--- src/rtl/vec_sdram_writer.sv ---
// vec_sdram_writer: write-back engine that streams one N-element int8 result
// vector to the SDRAM write port as a burst of SDRAM_W-bit beats.
// Beat k carries data_in[k*SDRAM_W +: SDRAM_W], element 0 in the low byte of
// beat 0, and beat k goes to start_addr + k*SDRAM_W/8 (32-bit wrap).
// Optional feature macro: VEC_SDRAM_WR_BYTE_EN adds a per-byte write enable
// output, wr_be, which masks the zero padding of a partial last beat.
module vec_sdram_writer #(
  parameter int N       = 176,
  parameter int SDRAM_W = 128,
  parameter int DATA_W  = N * 8
) (
  input  logic                  clk,
  input  logic                  rst_n,
  input  logic                  start,
  input  logic [31:0]           start_addr,
  input  logic [DATA_W-1:0]     data_in,
  output logic                  busy,
  output logic                  done,
  output logic                  wr_valid,
  output logic [31:0]           wr_addr,
  output logic [SDRAM_W-1:0]    wr_data,
  output logic                  wr_last,
  input  logic                  wr_ready
`ifdef VEC_SDRAM_WR_BYTE_EN
  ,
  output logic [SDRAM_W/8-1:0]  wr_be
`endif
);

  // Derived geometry; BEATS is not meant to be overridden.
  localparam int BEATS    = (DATA_W + SDRAM_W - 1) / SDRAM_W;
  localparam int PAD_W    = BEATS * SDRAM_W;
  localparam int BEAT_W   = (BEATS > 1) ? $clog2(BEATS) : 1;
  localparam int BYTES    = SDRAM_W / 8;
  localparam int REM_BITS = DATA_W % SDRAM_W;

  localparam logic [BEAT_W-1:0] LAST_BEAT = BEAT_W'(BEATS - 1);
  localparam logic [31:0]       ADDR_STEP = 32'(BYTES);

  localparam logic [0:0] S_IDLE = 1'b0;
  localparam logic [0:0] S_SEND = 1'b1;

  logic [0:0]        state_reg;
  logic [BEAT_W-1:0] beat_reg;
  logic [PAD_W-1:0]  shift_reg;
  logic [31:0]       addr_reg;
  logic              done_reg;

  logic [PAD_W-1:0]  data_ext;
  logic              beat_accept;
  logic              last_accept;

  // The vector is zero-extended to a whole number of beats so the padding of
  // a partial last beat falls out of the shift register as zeros.
  generate
    if (PAD_W > DATA_W) begin : g_pad
      assign data_ext = {{(PAD_W - DATA_W){1'b0}}, data_in};
    end else begin : g_nopad
      assign data_ext = data_in;
    end
  endgenerate

  assign beat_accept = (state_reg == S_SEND) && wr_ready;
  assign last_accept = beat_accept && (beat_reg == LAST_BEAT);

  // Burst sequencer: capture on start, advance one beat per handshake.
  // The current beat always sits in the low SDRAM_W bits of shift_reg; after
  // the final beat everything has been shifted out, so wr_data idles at 0.
  always_ff @(posedge clk or negedge rst_n) begin
    if (!rst_n) begin
      state_reg <= S_IDLE;
      beat_reg  <= '0;
      shift_reg <= '0;
      addr_reg  <= '0;
      done_reg  <= 1'b0;
    end else begin
      done_reg <= last_accept;
      case (state_reg)
        S_IDLE: begin
          if (start) begin
            state_reg <= S_SEND;
            beat_reg  <= '0;
            shift_reg <= data_ext;
            addr_reg  <= start_addr;
          end
        end
        S_SEND: begin
          // start is deliberately ignored here: no queueing of requests.
          if (beat_accept) begin
            shift_reg <= shift_reg >> SDRAM_W;
            if (beat_reg == LAST_BEAT) begin
              state_reg <= S_IDLE;
            end else begin
              beat_reg <= beat_reg + 1'b1;
              addr_reg <= addr_reg + ADDR_STEP;
            end
          end
        end
        default: state_reg <= S_IDLE;
      endcase
    end
  end

  // All outputs come straight from registers, so wr_valid has no
  // combinational path from wr_ready and the beat holds while stalled.
  assign wr_valid = (state_reg == S_SEND);
  assign busy     = (state_reg == S_SEND);
  assign done     = done_reg;
  assign wr_addr  = addr_reg;
  assign wr_data  = shift_reg[SDRAM_W-1:0];
  assign wr_last  = wr_valid && (beat_reg == LAST_BEAT);

`ifdef VEC_SDRAM_WR_BYTE_EN
  logic [BYTES-1:0] last_be;

  // Byte enables of the final beat: only bytes that hold vector data.
  genvar gi;
  generate
    for (gi = 0; gi < BYTES; gi++) begin : g_last_be
      assign last_be[gi] = (REM_BITS == 0) || (gi < (REM_BITS / 8));
    end
  endgenerate

  assign wr_be = !wr_valid ? '0 : (wr_last ? last_be : '1);
`endif

endmodule

--- config.mk ---
export PLATFORM = sky130hd
export DESIGN_NAME = vec_sdram_writer
export DESIGN_NICKNAME = d
export VERILOG_FILES = /design/src/rtl/vec_sdram_writer.sv
export SDC_FILE = /design/constraint.sdc
export NUM_CORES = 2
export LEC_CHECK = 0
export CORE_AREA = 4 4 618 620
export DETAILED_ROUTE_END_ITERATION = 7
export DIE_AREA = 0 0 622 624
export PLACE_DENSITY = 0.35
export SETUP_SLACK_MARGIN = 0.1
export SYNTH_ARGS = -nofsm -noshare
export SYNTH_HDL_FRONTEND = slang
export SYNTH_SLANG_ARGS = --single-unit
--- constraint.sdc ---
create_clock -name clk -period 5.51 [get_ports clk]
set_input_delay 0.551 -clock clk [delete_from_list [all_inputs] [get_ports clk]]
set_output_delay 0.551 -clock clk [all_outputs]
set_load 0.05 [all_outputs]
==> results.py <==
metrics = {
    "outcome": {
        "status": "complete, no violations",
    },
    "logic_synthesis": {
        "ys_ff_latch": 1446,
        "synth_cells": 6210,
        "syn_area_per_cell_sq_um": 10.6,
        "syn_area_sq_um": 65600,
        "async_reset_ff_share_pct": 100,
        "synth_warnings": 0,
        "synth_edf_count": 0,
        "synth_top_area_share_pct": 55.1,
        "seq_area_frac_synth_pct": 55.1,
        "synth_nets": 7657,
        "synthFlopType": "dfrtp_1",
        "synth_area_leaders": "dfrtp_1, mux2i_1, o21ai_0",
        "yosysTopAreaCell": "dfrtp_1",
        "synth_cell_types": 43,
    },
    "route": {
        "ant_nets": 0,
        "drt_iter0_drc": 3274,
        "firstDrtPassIters": 6,
        "avgRoutedWirePerCell_microns": 27.8,
        "wl_microns": 354000,
        "drc": 0,
        "via_per_inst": 4.04,
        "vias": 51500,
    },
    "floorplanning": {
        "design.core.area_sq_um": 376000,
        "die_x_microns": 622,
        "die_h_microns": 624,
        "initial_core_util_pct": 17.5,
        "die_area_sq_um": 388000,
        "rows": 225,
        "io_pins": 1608,
    },
    "layout": {
        "utilization_pct": 24.7,
        "postLayoutCellArea_sq_um": 92600,
        "largest_reg_flops": 1408,
        "syn_to_final_growth_pct": 41.0,
        "drive_gt1_share_pct": 4.90,
        "fillerInstances": 40400,
        "final_nets": 8945,
    },
    "flow_run": {
        "drv_cap": 0,
    },
    "sta": {
        "tightest_slew_ps": 1250,
        "hold_viol": 0,
        "fin_crit_sh_pct": 76.5,
        "rsz0062_at_grt": "false",
        "fin_crit_ps": 4210,
        "clock.fmax_mhz": 237,
        "timing.final.ws_setup_ps": 1300,
        "setup_tns_ps": 0,
        "slew_headroom_pct": 14.0,
        "final_max_slew_viol_count": 0,
        "fin_skew_ps": 56.1,
        "setup_viol": 0,
        "whs_ps": 195,
    },
    "power": {
        "pwr_density_cell_nw_per_um2": 479,
        "cellLeakagePower_nw": 45.4,
        "irDropWorstVdd_mv": 0.309,
    },
    "clocking": {
        "cts_hold_buf": 1,
        "clkSinkCount": 1446,
        "tritoncts": "done",
        "cts.clk_slew.worst_paths_ps": 60,
        "h-tree-depth": 4,
        "cts.repair.resized": 0,
        "numCtsBuffers": 194,
        "cts-root-buf": "clkbuf_16",
        "postCtsSetupBuffers": 0,
        "worst_skew_pair.late_latency_ps": 880,
        "clock_path_buffers": 4,
    },
    "worst_hold_path": {
        "hold_class": "input port to flip-flop",
    },
    "global_route": {
        "grt_pass1_vias": 52000,
        "grt.total_usage_pct": 17.6,
        "grt_pass1_wl_microns": 472000,
        "grt_max_degree": 235,
        "overflow": 0,
        "antenna_found_initial": 500,
    },
    "worst_setup_path": {
        "path_class": "flip-flop to output port",
        "path_max_fanout": 48,
        "cp-end-kind": "output port",
        "worstPathRequired_ps": 4960,
        "critPathLaunchType": "flip-flop",
        "crit_arrival_ps": 3660,
    },
    "place": {
        "pre_cts_ws_ps": 2120,
        "gp_congestion": 0.862,
        "place_area_sq_um": 85900,
        "port_buffers": 1607,
        "dp_hpwl_microns": 282000,
    },
}
==> per-layer routing <==
layer / routed length (microns) / track usage (%)
met3: 27400 / 6.03
met5: 1220 / 0
met2: 165000 / 28.8
met1: 148000 / 21.8
met4: 13100 / 5.49
==> per-stage QoR <==
step	instances	total power [mW]
2_1_floorplan	6210	25.4
3_3_place_gp	12300	31.5
3_5_place_dp	12300	31.8
4_1_cts	12600	45.2
5_1_grt	12700	47.1
6_report	12700	44.3
==> synthesized netlist by cell type, drive strengths merged (3+ instances only) <==
master     n
a21o       6
a21oi     18
a22o     128
a22oi      4
and3       5
buf      425
clkbuf   172
dfrtp   1446
ha         3
inv        6
mux2i   1291
nand2   1316
nand3     18
nand4     13
nor2      24
nor2b      3
nor3       4
o21ai   1291
o22ai     11
xor2       4
==> cell families (layout without fill, tap and decap cells) <==
group           count (synthesis)  count (layout)  share of synthesized area, %
compound gates               1471            1471                          12.1
flops                        1446            1446                          55.1
simple gates                 1390            1390                          8.13
mux                          1291            1291                          19.7
buf+inv                       603            2039                          4.83
xor+xnor                        6               6                        0.0801
fa+ha+maj                       3               3                        0.0572
other cells                     0             109                             0
==> power by group <==
group / leakage, nW / switching, mW / internal (mW) / total [mW]
sequential: 19.7 / 3.06 / 14.6 / 17.7
clock: 3.14 / 5.34 / 7.66 / 13.0
combinational: 22.6 / 8.40 / 5.28 / 13.7
==> path summary, 6_finish.rpt <==
check	start	end	slack (ps)	cells after the start
min in group asynchronous	rst_n	shift_reg[135]$_DFFE_PN0P_	310	2
max in group asynchronous	rst_n	busy$_DFF_PN0_	3540	3
max	busy$_DFF_PN0_	wr_valid	1300	2
max reg2reg	busy$_DFF_PN0_	shift_reg[87]$_DFFE_PN0P_	2180	5
min	start_addr[1]	wr_addr[1]$_DFFE_PN0P_	200	3
min reg2reg	shift_reg[1231]$_DFFE_PN0P_	shift_reg[1231]$_DFFE_PN0P_	470	2
==> cell usage in the layout (no fill, tap or decap), drive strengths merged, types with 2 or more instances in the layout <==
cell type      instances
xor2                   4
diode                109
clkinv                25
a221o                  2
buf                   82
nor4                   2
nor2b                  3
dfrtp               1446
ha                     3
clkdlybuf4s50       1606
nand2               1316
a22o                 128
o32ai                  2
clkbuf               305
a21o                   6
nand3                 18
xnor2                  2
nand4                 13
o22ai                 11
o21ai               1291
bufinv                 8
inv                   11
mux2i               1291
a22oi                  4
nor2                  24
and3                   5
a21oi                 18
nor3                   4
==> cell type report <==
| class | instances | area [sq um] | area share [%] |
|---|---|---|---|
| inverter | 6 | 22.5 | 0.0243 |
| clock inverter | 39 | 514 | 0.555 |
| antenna | 109 | 273 | 0.295 |
| multi-input combinational | 4161 | 26300 | 28.4 |
| timing repair buffer | 1689 | 17200 | 18.5 |
| tap | 4994 | 6250 | 6.75 |
| sequential | 1446 | 36200 | 39.1 |
| clock buffer | 305 | 5870 | 6.34 |
==> critical path, cell delays in order (launching register included) <==
cell	delay, ps
dfrtp_4	1020
buf_4	750
clkdlybuf4s50_1	950
Power figures use the tool's default switching activity.
